<file path="config.mk">
export PLATFORM = sky130hd
export DESIGN_NAME = fib_bin2bcd
export DESIGN_NICKNAME = d
export VERILOG_FILES = /design/src/rtl/fib_bin2bcd.sv
export SDC_FILE = /design/constraint.sdc
export NUM_CORES = 1
export LEC_CHECK = 0
export ABC_AREA = 1
export BUFFER_PORTS_ARGS = -buffer_cell sky130_fd_sc_hd__buf_2
export CAP_MARGIN = 20
export CORE_UTILIZATION = 60
export CTS_CLUSTER_DIAMETER = 40
export DETAILED_ROUTE_END_ITERATION = 16
export PLACE_DENSITY = 0.82
export SLEW_MARGIN = 20
export SYNTH_ARGS = -nofsm -noshare
export SYNTH_HDL_FRONTEND = slang
export SYNTH_SLANG_ARGS = --single-unit
export TNS_END_PERCENT = 20
</file>
<file path="constraint.sdc">
create_clock -name clk -period 1.93 [get_ports clk]
set_input_delay 0.193 -clock clk [delete_from_list [all_inputs] [get_ports clk]]
set_output_delay 0.193 -clock clk [all_outputs]
set_load 0.01 [all_outputs]
</file>
<file path="src/rtl/fib_bin2bcd.sv">
// Sequential binary-to-BCD converter (shift-and-add-3, "double dabble").
// Sits directly downstream of the Fibonacci engine and converts one N-bit
// result per start/ready handshake into D packed BCD digits, one
// adjust+shift iteration per clock.
module fib_bin2bcd #(
    parameter int N = 21,
    parameter int D = 7
) (
    input  logic           clk,
    input  logic           rst,
    input  logic           start,
    input  logic [N-1:0]   bin,
    output logic           ready,
    output logic           done,
    output logic [4*D-1:0] bcd
);

    localparam int CW = $clog2(N + 1);

    // One-hot state encoding keeps each state decode to a single flop bit.
    typedef enum logic [2:0] {
        IDLE = 3'b001,
        OP   = 3'b010,
        DONE = 3'b100
    } state_e;

    state_e         state_q;
    logic [N-1:0]   shift_q;
    logic [4*D-1:0] work_q;
    logic [4*D-1:0] bcd_q;
    logic [CW-1:0]  cnt_q;
    logic           done_q;

    logic [4*D-1:0] adj;
    logic [4*D-1:0] work_d;
    logic [N-1:0]   shift_d;

    // Add 3 to every work digit that is 5 or more, all digits in parallel,
    // so that the following left shift carries correctly into the next digit.
    always_comb begin
        adj = work_q;
        for (int i = 0; i < D; i++) begin
            if (work_q[4*i +: 4] >= 4'd5) begin
                adj[4*i +: 4] = work_q[4*i +: 4] + 4'd3;
            end
        end
    end

    // Shift the adjusted work register and the binary shift register left as
    // one long register: the binary MSB enters the units digit LSB.
    always_comb begin
        work_d  = (adj << 1) | {{(4*D-1){1'b0}}, shift_q[N-1]};
        shift_d = shift_q << 1;
    end

    // Control FSM plus datapath registers; bcd is only written on the last
    // iteration so intermediate work values never become visible.
    always_ff @(posedge clk) begin
        if (rst) begin
            state_q <= IDLE;
            shift_q <= '0;
            work_q  <= '0;
            bcd_q   <= '0;
            cnt_q   <= '0;
            done_q  <= 1'b0;
        end else begin
            case (state_q)
                IDLE: begin
                    done_q <= 1'b0;
                    if (start) begin
                        shift_q <= bin;
                        work_q  <= '0;
                        cnt_q   <= CW'(N);
                        state_q <= OP;
                    end
                end
                OP: begin
                    work_q  <= work_d;
                    shift_q <= shift_d;
                    cnt_q   <= cnt_q - CW'(1);
                    if (cnt_q == CW'(1)) begin
                        bcd_q   <= work_d;
                        done_q  <= 1'b1;
                        state_q <= DONE;
                    end
                end
                DONE: begin
                    done_q  <= 1'b0;
                    state_q <= IDLE;
                end
                default: begin
                    done_q  <= 1'b0;
                    state_q <= IDLE;
                end
            endcase
        end
    end

    assign ready = (state_q == IDLE);
    assign done  = done_q;
    assign bcd   = bcd_q;

endmodule

</file>
# Yosys cells after proc, flatten, opt, wreduce, memory -nomap -nowiden
# Index checks and enable logic that the tools add are counted.
[op_classes] n_eq_ne=5 reduce_logical=5 n_bitwise=2 addsub=8 magnitude_cmp=7 n_mux=16
[ops] operator="$pmux 28 s2" count=1
[ops] operator="$pmux 21 s2" count=1
[ops] operator="$ge 4x3->1 const B" count=7
[ops] operator="$mux 28" count=1
[ops] operator="$or 28x1->28" count=1
[ops] operator="$add 4x2->4 const B" count=6
[ops] operator="$mux 4" count=6
[ops] operator="$mux 21" count=1
[ops] operator="$pmux 5 s2" count=1
[ops] operator="$mux 3" count=3
[ops] operator="$pmux 3 s2" count=1
[ops] operator="$reduce_and 2->1" count=3
[ops] operator="$eq 5x1->1 const B" count=1
[ops] operator="$mux 5" count=1
[ops] operator="$sub 5x1->5 const B" count=1
[ops] operator="$ne 2x2->1 const B" count=2
[ops] operator="$add 3x2->3 const B" count=1
[ops] operator="$eq 3x1->1 const B" count=1
[ops] operator="$eq 3x2->1 const B" count=1
[ops] operator="$reduce_bool 2->1" count=1
[ops] operator="$reduce_or 2->1" count=1
[ops] operator="$not 1->1" count=1
[totals] inputBits=24 register_bits=86 word_cells=49

# Longest topological paths before layout
[logic_depth] ltp_word=4 mapped_depth=10

# Worst setup path before layout
# No wires, ideal clock.
[synth_path] kind="register to register" startpoint="register cnt_q[1]" endpoint="register bcd_q[11], in the netlist bcd[11]" n_path_buf=2 arrival_time_ps=1216 path_slack_ps=602 path_stages_with_launch=10 synth_period_minus_slack_ps=1328 required_time_ps=1818 setup_time_ps=112 path_cell_list="dfxtp_1 -> inv_1 -> ha_1 -> nand2_2 -> nor2_4 -> nand2_1 -> buf_6 -> buf_2 -> nor2_1 -> nor2_1"
[synth_between] elab_chain_len=2
[synth_rtl] item="start, declared" line="31" source="logic [CW-1:0] cnt_q;"
[synth_rtl] item="start signal, assigned" line="73" source="cnt_q <= CW'(N);"
[synth_rtl] item="start signal, assigned" line="80" source="cnt_q <= cnt_q - CW'(1);"
[synth_rtl] item="$eq 5x1->1" line="81" source="if (cnt_q == CW'(1)) begin"
[synth_rtl] item="$reduce_and 2->1 (no line)"
[synth_rtl] item="end signal, assigned" line="82" source="bcd_q <= work_d;"
[synth_rtl] item="end, declared" line="30" source="logic [4*D-1:0] bcd_q;"
# Every way passes these cells.
# A chain may end at the register's enable or synchronous reset.

# Final worst setup path
[layout_path] startpoint="register cnt_q[1]" endpoint="register bcd_q[12], in the netlist bcd[12]"
# The elaborated chain is that of the path after synthesis.

==> reports/summary.md <==
The flow ran to the end, and the final reports show no timing, DRC or antenna violations. The tools report the setup skew after layout as 8.04 ps. The final global-route overflow total is 0, and the final number of hold-violating endpoints is 0. The starting density of the core is 61.6%, and the H-tree depth is 3. Setup slack on the worst reg-to-reg path comes out at 470 ps. In this run the worst path has a maximum fanout of 32. The total wirelength of the detailed-routed design was 8720 um. The synthesized design spends more area on one cell type than any other, namely sky130_fd_sc_hd__dfxtp_1.

At the pin with the least slew margin, the transition time is 497 ps. Class of the most critical hold timing path: input port to flip-flop. The remaining antenna violation count after routing came out at 0. In this run, synthesis inferred 0 flip-flops with an integrated enable. In this run the tightest slew margin relative to its limit is 66.9%. Entering global routing, the biggest net connects 62 pins.

The layout has 667 filler cells. The signal arrival time at the worst endpoint is 1750 ps, and the buffering stage count on the worst path with inverters included is 2. The tools report the upper clock frequency limit as 0.685 GHz. The Yosys step of the flow raised 0 warnings. In the global route stage, overall resource usage came out at 23.6%. Across the whole layout, storage elements account for 1720 um^2. The placeable core region came out at 7210 um^2. In this run, post-CTS hold repair placed 0 buffers. The worst register-to-register path begins at cnt_q[1]$_SDFFE_PP0P_.

After synthesis, the netlist uses 21 different library cells. CTS buffer count: 9. The clock net in this run drives a total of 86 sinks. For this run, the detailed router's first-pass iteration total came to 4. A synthesized cell averages 6.29 um^2. Routed wirelength normalized by instance count: 10.2 um. At the end of the flow, the number of nets in the layout was 788. The logs give 0 for the count of final max-slew check failures and 14700 um for the first-pass GRT wire length. Compared with the post-synthesis result, the final layout area differs by 10.6%. The tools report the leakage power figure as 2.66 nW.

In the final layout, the multi-input gates occupy 2180 um^2. The height of the die came out at 88.0 um. Clock period minus final worst setup slack: 1460 ps.

The slowest cell on the critical path was sky130_fd_sc_hd__dfxtp_1. The critical path is of the flip-flop to flip-flop type. The proportion of synthesized flip-flops having asynchronous set or reset was 0%; the number of buffer cells added on primary ports was 53.

After layout, the design draws a total of 3.34 mW. After clock tree synthesis, the clock-pin slew on the worst setup and hold paths is 80 ps. For the maximum clock path buffer count, the log shows 2.

Measured along the x axis, the die boundary spans 88.0 um. The netlist area before placement was 4440 um^2; the average via count per standard cell was 4.78. Sorting the synthesized cells by area gives the leading types as sky130_fd_sc_hd__dfxtp_1 (39%), sky130_fd_sc_hd__nand2_1 (21%), sky130_fd_sc_hd__nor2_1 (9.5%).

The cell count after synthesis came out at 706. TritonCTS built the clock tree. Count of cells along the worst hold path: 2. For the count of final setup violators, the log shows 0.

The tools report the initial antenna violation count as 0. The worst endpoint required time came out at 2220 ps. The run gives 0 as the buffer count from post-CTS setup fixing. The number of nets handed over by synthesis was 746. During I/O placement, the number of pins put on the boundary was 54. Element type at the critical path start: a flip-flop.

The die covers 7750 um^2. For this run, design rule violations remaining after detail routing come to 0. In the synthesized netlist the dominant register cell turns out to be sky130_fd_sc_hd__dfxtp_1. The run gives 6030 um as the detailed-placement wirelength estimate.

Among cell families on the critical path, the largest total delay comes from simple AND/OR/NAND/NOR gates. The most common cell in the netlist is sky130_fd_sc_hd__nand2_1. At the end of routability-driven placement, the weighted congestion stood at 0.834. The detailed router placed 4072 vias in this run.

By count the netlist is led by sky130_fd_sc_hd__nand2_1 (250), sky130_fd_sc_hd__nor2_1 (113), sky130_fd_sc_hd__inv_1 (96). After layout, the worst path uses 75.6% of the clock period. Sequential elements use 38.8% of the synthesized area. The detailed router finished its first iteration with 194 violations. STA classifies the critical path endpoint as a flip-flop.

Critical register-to-register path endpoint: bcd[12]$_SDFFE_PP0P_. The path with the worst hold slack has its endpoint at cnt_q[2]$_SDFFE_PP0P_. In this run the core area contains 31 standard-cell rows.

Cell chosen for the clock root: sky130_fd_sc_hd__clkbuf_8. Fraction of synthesized cell area taken by the top area cell type: 38.8%. The tools report the launch instance of the worst min-delay path as rst. Power spread over the standard cell area amounts to 680 nW/um^2. For the antenna cell count, the log shows 0.

The clock latency on the worst-skew pair is 350 ps, and the fraction of final layout cells with drive strength greater than 1 is 11.8%. Max-cap violations in this run came to 0. Setup repair after global routing left no endpoint under its margin.

After synthesis the netlist holds a flip-flop and latch count of 86. The worst register-to-register path has a depth of 9. The signal on the critical path passes through inv_1 > ha_1 > nand2_2 > nor2_4 > nand2_2 > buf_4 > nand2_1 > nand2_1 > nor2_1.

Aggregate negative setup slack: 0 ps. The largest single stage delay on the critical path is 320 ps. The number of global-route vias before repair was 3634; the maximum VDD drop was 0.000514 V.

Post-cts sizing count: 0.
==> metrics by stage <==
step,utilization (%),instance area [um^2],hold slack (ps),cells,setup slack (ps)
final,68.1,4910,119,852,471
after global routing,68.1,4910,132,852,325
after CTS,68.1,4910,115,852,466
after detailed placement,65.7,4740,450,836,478
after floorplan,-,4440,374,706,602
after global placement,65.7,4740,429,836,566
==> flip-flops by register name, summed over array words and instances, names as in the netlist <==
signal,count
state_q,3
work_q,28
done,1
shift_q,21
bcd,28
cnt_q,5
==> worst reg2reg max path: cells and delay by family, from the launching register on <==
kind / cells / cell delay, ps
flip-flops: 1 / 320
buffers and inverters: 2 / 350
AND/OR/NAND/NOR: 6 / 550
adder cells (fa/ha/maj): 1 / 180
==> report_power, final <==
part	leakage, nW	switching, mW	internal, mW
clock network	0.0776	0.641	0.501
registers	0.699	0.0251	1.83
logic	1.89	0.214	0.127
==> how the worst max path moves through the flow <==
stage | from | end | depth (start not counted)
finish | cnt_q[1]$_SDFFE_PP0P_ | bcd[12]$_SDFFE_PP0P_ | 9
global route | state_q[0]$_SDFFE_PP1P_ | shift_q[5]$_SDFFE_PP0P_ | 5
CTS | cnt_q[1]$_SDFFE_PP0P_ | bcd[22]$_SDFFE_PP0P_ | 9
detailed placement | cnt_q[1]$_SDFFE_PP0P_ | bcd[25]$_SDFFE_PP0P_ | 9
global placement | cnt_q[1]$_SDFFE_PP0P_ | bcd[26]$_SDFFE_PP0P_ | 9
floorplan | cnt_q[1]$_SDFFE_PP0P_ | bcd[11]$_SDFFE_PP0P_ | 9
==> cells by family after synthesis <==
| kind of cell | share of synthesized area [%] |
|---|---|
| simple gates | 39.2 |
| flops | 38.8 |
| fa+ha+maj | 4.51 |
| compound gates | 5.30 |
| buf+inv | 12.3 |
==> metal layers <==
metal	part of all wire [%]	track usage, %	up-vias
li1	-	-	2214
met1	48	29.5	1798
met2	49	41.7	52
met3	2.4	2.92	8
met4	1.3	8.21	0
met5	0	0	-
==> placed cells by master (no fill, tap or decap) <==
master,Yosys,layout
sky130_fd_sc_hd__inv_2,6,6
sky130_fd_sc_hd__o21ai_0,27,27
sky130_fd_sc_hd__buf_4,0,6
sky130_fd_sc_hd__nor2_1,113,113
sky130_fd_sc_hd__o21ai_1,2,2
sky130_fd_sc_hd__clkbuf_8,0,10
sky130_fd_sc_hd__nand2_1,250,249
sky130_fd_sc_hd__nand4_2,1,1
sky130_fd_sc_hd__clkbuf_1,7,1
sky130_fd_sc_hd__nor2_4,1,1
sky130_fd_sc_hd__nand3b_4,1,1
sky130_fd_sc_hd__dfxtp_1,86,86
sky130_fd_sc_hd__clkinv_2,0,1
sky130_fd_sc_hd__nand2_4,1,1
sky130_fd_sc_hd__nand3_1,39,39
sky130_fd_sc_hd__nand3b_1,2,2
sky130_fd_sc_hd__clkinvlp_4,0,4
sky130_fd_sc_hd__nor2_2,2,2
sky130_fd_sc_hd__ha_1,16,16
sky130_fd_sc_hd__nand4_1,15,15
sky130_fd_sc_hd__nand2_2,1,2
sky130_fd_sc_hd__buf_12,0,1
sky130_fd_sc_hd__inv_1,96,96
sky130_fd_sc_hd__a21oi_1,18,18
sky130_fd_sc_hd__buf_2,18,53
==> final cells by class <==
type	instances	area share, %
Clock inverter	5	0.713
Sequential cell	86	35.0
Timing Repair Buffer	60	6.72
Tap cell	99	2.52
Clock buffer	11	2.88
Multi-Input combinational cell	489	44.3
Inverter	102	7.79
No activity file was read; power rests on OpenSTA's default activity.
